$ cat config.mk
export PLATFORM = sky130hd
export DESIGN_NAME = ps2_scan_rx
export DESIGN_NICKNAME = d
export VERILOG_FILES = /design/src/rtl/ps2_scan_rx.sv
export SDC_FILE = /design/constraint.sdc
export NUM_CORES = 1
export LEC_CHECK = 0
export ABC_AREA = 1
export ABC_CLOCK_PERIOD_IN_PS = 2800
export CAP_MARGIN = 0
export CORE_UTILIZATION = 47
export CTS_CLUSTER_DIAMETER = 150
export CTS_CLUSTER_SIZE = 12
export DETAILED_ROUTE_END_ITERATION = 16
export GPL_ROUTABILITY_DRIVEN = 0
export HOLD_SLACK_MARGIN = 0.15
export PLACE_DENSITY = 0.71
export REMOVE_ABC_BUFFERS = 1
export SETUP_SLACK_MARGIN = 0.15
export SYNTH_ARGS = -nofsm -noshare
export SYNTH_HDL_FRONTEND = slang
export SYNTH_SLANG_ARGS = --single-unit
$ cat constraint.sdc
create_clock -name clk -period 2.8 [get_ports clk]
set_clock_uncertainty 0.15 [all_clocks]
set_input_delay 0.56 -clock clk [delete_from_list [all_inputs] [get_ports clk]]
set_output_delay 0.56 -clock clk [all_outputs]
set_load 0.05 [all_outputs]
$ cat src/rtl/ps2_scan_rx.sv
`default_nettype none
// ============================================================================
// Module      : ps2_scan_rx
// Description : PS/2 device-to-host frame receiver with debounced clock,
//               parity/stop/timeout checking, E0/F0 prefix tracking and a
//               DEPTH-entry scancode history.
// Revision    : 1.0 - initial release
// ============================================================================
module ps2_scan_rx #(
    parameter int DEPTH          = 2,
    parameter int DEB_CYCLES     = 4,
    parameter int TIMEOUT_CYCLES = 50000,
    parameter int STORE_BREAK    = 0
) (
    input  logic                 clk,
    input  logic                 rst_n,
    input  logic                 kbclk,
    input  logic                 in,
    input  logic                 clear,
    output logic                 code_valid,
    output logic [7:0]           code,
    output logic                 is_break,
    output logic                 is_ext,
    output logic                 frame_err,
    output logic [8*DEPTH-1:0]   history,
    output logic [3:0]           hist_count
);

    localparam int C_TO_W = $clog2(TIMEOUT_CYCLES + 1);

    typedef enum logic [1:0] {
        ST_IDLE   = 2'd0,
        ST_DATA   = 2'd1,
        ST_PARITY = 2'd2,
        ST_STOP   = 2'd3
    } state_t;

    logic              r_kbclk_s1, r_kbclk_s2, r_in_s1, r_in_s2;
    logic [7:0]        r_deb_cnt;
    logic              r_kbclk_filt, r_kbclk_filt_d;
    state_t            r_state, w_state_next;
    logic [2:0]        r_bitcnt;
    logic [7:0]        r_shift;
    logic              r_parity;
    logic [C_TO_W-1:0] r_to_cnt;
    logic              r_ext, r_brk;
    logic              r_code_valid, r_is_break, r_is_ext, r_frame_err;
    logic [7:0]        r_code;
    logic [7:0]        r_hist [DEPTH];
    logic [3:0]        r_hist_cnt;
    logic              w_fall, w_to_hit, w_stop_evt, w_frame_ok;

    always_ff @(posedge clk or negedge rst_n) begin
        if (!rst_n) begin
            r_kbclk_s1     <= 1'b1;
            r_kbclk_s2     <= 1'b1;
            r_in_s1        <= 1'b1;
            r_in_s2        <= 1'b1;
            r_deb_cnt      <= 8'd0;
            r_kbclk_filt   <= 1'b1;
            r_kbclk_filt_d <= 1'b1;
        end else begin
            r_kbclk_s1     <= kbclk;
            r_kbclk_s2     <= r_kbclk_s1;
            r_in_s1        <= in;
            r_in_s2        <= r_in_s1;
            r_kbclk_filt_d <= r_kbclk_filt;
            // Filtered clock only follows after DEB_CYCLES disagreeing samples in a row
            if (r_kbclk_s2 == r_kbclk_filt) begin
                r_deb_cnt <= 8'd0;
            end else if (r_deb_cnt == 8'(DEB_CYCLES - 1)) begin
                r_kbclk_filt <= r_kbclk_s2;
                r_deb_cnt    <= 8'd0;
            end else begin
                r_deb_cnt <= r_deb_cnt + 8'd1;
            end
        end
    end

    assign w_fall     = r_kbclk_filt_d & ~r_kbclk_filt;
    assign w_to_hit   = (r_state != ST_IDLE) && !w_fall &&
                        (r_to_cnt == C_TO_W'(TIMEOUT_CYCLES - 1));
    assign w_frame_ok = r_in_s2 & (^r_shift ^ r_parity);

    always_ff @(posedge clk or negedge rst_n) begin
        if (!rst_n) r_state <= ST_IDLE;
        else        r_state <= w_state_next;
    end

    always_comb begin
        w_state_next = r_state;
        w_stop_evt   = 1'b0;
        if (w_to_hit) begin
            w_state_next = ST_IDLE;
        end else if (w_fall) begin
            case (r_state)
                ST_IDLE:   if (!r_in_s2) w_state_next = ST_DATA;
                ST_DATA:   if (r_bitcnt == 3'd7) w_state_next = ST_PARITY;
                ST_PARITY: w_state_next = ST_STOP;
                ST_STOP: begin
                    w_state_next = ST_IDLE;
                    w_stop_evt   = 1'b1;
                end
                default:   w_state_next = ST_IDLE;
            endcase
        end
    end

    always_ff @(posedge clk or negedge rst_n) begin
        if (!rst_n) begin
            r_bitcnt <= 3'd0;
            r_shift  <= 8'd0;
            r_parity <= 1'b0;
            r_to_cnt <= '0;
        end else begin
            if (r_state == ST_IDLE || w_fall || w_to_hit) r_to_cnt <= '0;
            else                                          r_to_cnt <= r_to_cnt + 1'b1;
            if (w_fall) begin
                case (r_state)
                    ST_IDLE: r_bitcnt <= 3'd0;
                    ST_DATA: begin
                        r_shift[r_bitcnt] <= r_in_s2;
                        r_bitcnt          <= r_bitcnt + 3'd1;
                    end
                    ST_PARITY: r_parity <= r_in_s2;
                    default: ;
                endcase
            end
        end
    end

    // Prefix bytes only arm flags; a failed frame leaves the flags untouched
    always_ff @(posedge clk or negedge rst_n) begin
        if (!rst_n) begin
            r_ext        <= 1'b0;
            r_brk        <= 1'b0;
            r_code_valid <= 1'b0;
            r_code       <= 8'd0;
            r_is_break   <= 1'b0;
            r_is_ext     <= 1'b0;
            r_frame_err  <= 1'b0;
        end else begin
            r_code_valid <= 1'b0;
            r_frame_err  <= w_to_hit;
            if (w_stop_evt) begin
                if (!w_frame_ok) begin
                    r_frame_err <= 1'b1;
                end else if (r_shift == 8'hE0) begin
                    r_ext <= 1'b1;
                end else if (r_shift == 8'hF0) begin
                    r_brk <= 1'b1;
                end else begin
                    r_code       <= r_shift;
                    r_is_break   <= r_brk;
                    r_is_ext     <= r_ext;
                    r_code_valid <= 1'b1;
                    r_ext        <= 1'b0;
                    r_brk        <= 1'b0;
                end
            end
        end
    end

    always_ff @(posedge clk or negedge rst_n) begin
        if (!rst_n) begin
            for (int k = 0; k < DEPTH; k++) r_hist[k] <= 8'd0;
            r_hist_cnt <= 4'd0;
        end else if (clear) begin
            for (int k = 0; k < DEPTH; k++) r_hist[k] <= 8'd0;
            r_hist_cnt <= 4'd0;
        end else if (r_code_valid && (!r_is_break || STORE_BREAK != 0)) begin
            for (int k = DEPTH - 1; k > 0; k--) r_hist[k] <= r_hist[k-1];
            r_hist[0] <= r_code;
            if (r_hist_cnt < 4'(DEPTH)) r_hist_cnt <= r_hist_cnt + 4'd1;
        end
    end

    for (genvar k = 0; k < DEPTH; k++) begin : g_hist
        assign history[8*k +: 8] = r_hist[k];
    end

    assign code_valid = r_code_valid;
    assign code       = r_code;
    assign is_break   = r_is_break;
    assign is_ext     = r_is_ext;
    assign frame_err  = r_frame_err;
    assign hist_count = r_hist_cnt;

endmodule
`default_nettype wire

==> key figures <==
Outcome
  • Status: finished, final reports clean

Clocking
  • Worst skew pair latency: about 0.35 ns
  • Root Driver: clkbuf_8
  • CTS resizes: 0
  • CTS tree: yes
  • Hold buffer count at CTS: 0
  • Clock buffer depth: 2
  • CTS Sinks: 78
  • Setup Buffers After CTS: 0
  • CTS buffer count: 9
  • Clk slew on worst S/H paths: around 0.08 ns
  • H-tree depth: 3

Timing
  • Setup TNS: 0 ns
  • Fin. Hold Viols: 0
  • Slew margin rel.: 0.367
  • Final setup viols: 0
  • Fin crit period: 2.27 ns
  • Final Cycle Share: 0.812
  • Final Slew Violations: 0
  • Slew @ Worst Pin: about 0.95 ns
  • Hold Slack: between 0.15 and 0.2 ns
  • RSZ-0062 raised after global routing: false
  • Maximum clock rate: about 440 MHz

Power and ir drop
  • Pwr dens: approximately 690 nW/um2
  • Max VDD drop: roughly 0.0004 V
  • Lkg Pwr: 1.98 nW

Worst setup path
  • CP startpoint: is_break
  • Largest delay contributor family on the critical path: buffers and inverters
  • Cell Chain, Critical Path: clkdlybuf4s50_1
  • Crit Path Category: reg -> out
  • Critical R2R Launch: r_shift[4]
  • Startpoint types: flop
  • Worst path slowest cell: clkdlybuf4s50_1
  • Crit path arrival time: about 1.6 ns
  • Crit path required time: 2.09 ns
  • CP Capture Type: output pin
  • Crit-path max FO: 3
  • Worst stage delay on the critical path: ~0.8 ns
  • CP Buf/Inv Count: 1

Job
  • Max-cap violation count: 0

Die
  • CORE AREA: about 7400 um2
  • Die ar.: slightly above 8000 um2
  • Die height: around 90 um
  • Core Rows: 31
  • IO Pins: 37
  • Die Wd: roughly 90 um
  • Initial Utilization: 0.493

Layout
  • Area grow syn2layout: 18.3%
  • Ant. Diodes: 0
  • Footprint of the multi-input gates: between 1000 and 1500 um2
  • Register Area: between 1500 and 2000 um2
  • Layout Nets: approximately 480
  • Layout cells sized above 1: 0.0804
  • Final core occ: 0.584
  • Fillers: between 600 and 700

Min path
  • Worst hold path class: in -> async

Logic synthesis
  • Mapped Area: approximately 3600 um2
  • YS warnings: 0
  • Avg Cell Area, Syn: between 8 and 9 um2
  • Flops & latches, synth: between 70 and 80
  • Post-synth cell types: 32
  • Sequential fraction of the synthesis area: 0.539
  • Cells after Synth: 414

Detailed routing
  • DRC violations left: 0
  • 1st-pass router iterations: 4
  • Final wirelength: roughly 6.5 mm
  • Via count: around 2800
  • Post-route ant nets: 0
  • DR WL/cell: 11.7 um
  • Vias/cell: ~4.9
  • DRT iter0 DRCs: 134

GRT
  • GR Util All Layers: 0.178
  • Vias in the first global route: 2685
  • Largest net degree at the start of global routing: 79
  • First-pass GRT wire length: 11.6 mm
  • Initial antenna violation count: 0
  • GR Overflow Total: 0

Placed design
  • PortBufs: 36
  • Detailed placer's ending HPWL: between 4 and 5 mm
-- through the flow --
| stage | cell area, um2 | std cells | setup WS (ns) | power (mW) |
|---|---|---|---|---|
| 6_report | 4300 | 559 | 0.528 | 2.99 |
| 5_1_grt | 4300 | 559 | 0.393 | 3.17 |
| 4_1_cts | 4300 | 559 | 0.501 | 3.03 |
| 3_5_place_dp | 4080 | 543 | 0.511 | 2.08 |
| 3_3_place_gp | 4080 | 543 | 0.580 | 2.04 |
| 2_1_floorplan | 3580 | 406 | 0.932 | 1.88 |
-- Yosys cell counts, drive strengths merged --
cell	instances	share of area
nor3b	2	0.0041
a31o	1	0.0024
nand3	15	0.023
nand4	17	0.029
xor2	8	0.019
o21ai	27	0.037
nor3	8	0.011
a22o	2	0.0048
nand3b	1	0.0021
a211oi	1	0.0021
a22oi	2	0.0041
a21oi	8	0.011
ha	15	0.052
nor4	1	0.0017
o2111ai	1	0.0024
dfstp	6	0.043
o31ai	1	0.0021
dfrtp	72	0.50
o21a	1	0.0021
buf	7	0.014
clkbuf	1	0.0010
xnor2	3	0.0072
nand2	95	0.099
inv	53	0.055
nor2	66	0.075
-- final cells by class --
type	count	area share
flip-flops and latches	78	0.456
multi-input cells	275	0.331
repair buffers	38	0.0867
inverters	53	0.0463
clock buffers	10	0.0297
well taps	99	0.0288
clock inverters	6	0.0218
-- layer usage --
metal,track usage,wire length [um]
met2,0.299,3070
met4,0.0645,53
met1,0.222,3140
met3,0.0457,279
met5,0,0
-- cells in the final DEF, fill, tap and decap left out, drive strengths merged --
cell type	count
a211oi	1
a21oi	8
a22o	2
a22oi	2
a31o	1
buf	3
bufinv	2
clkbuf	10
clkdlybuf4s50	35
clkinv	1
clkinvlp	1
dfrtp	72
dfstp	6
ha	15
inv	55
nand2	95
nand3	15
nand3b	1
nand4	17
nor2	66
nor3	8
nor3b	2
nor4	1
o2111ai	1
o21a	1
o21ai	27
o31ai	1
xnor2	3
xor2	8
-- final timing paths --
check,depth (start not counted),slack [ns],end
max in group asynchronous,1,1.69,r_shift[5]
setup reg to reg,12,0.63,code[6]
setup / recovery,1,0.53,is_break
hold reg to reg,0,0.21,r_in_s2
min in group clk,0,0.21,r_in_s2
hold / removal,1,0.20,r_deb_cnt[6]
-- kinds of logic after synthesis --
family / Yosys count / synth area share
simple gates: 205 / 0.245
fa+ha+maj: 15 / 0.0516
compound gates: 44 / 0.0681
flops: 78 / 0.539
xor+xnor: 11 / 0.0265
buf+inv: 61 / 0.0695
-- sequential cells by signal, indices dropped and copies added, names as in the netlist, 2 cells and up --
register / flops
r_shift: 8
history: 16
r_state: 2
hist_count: 4
code: 8
r_deb_cnt: 8
r_bitcnt: 3
r_to_cnt: 16
-- report_power, final --
group	internal, mW	switching, mW	total (mW)	leakage (nW)
Clock	0.510	0.429	0.939	0.107
Sequential	1.26	0.0980	1.35	1.06
Combinational	0.218	0.476	0.694	0.811
Total	1.98	1.00	2.99	1.98
Power figures use the tool's default switching activity.
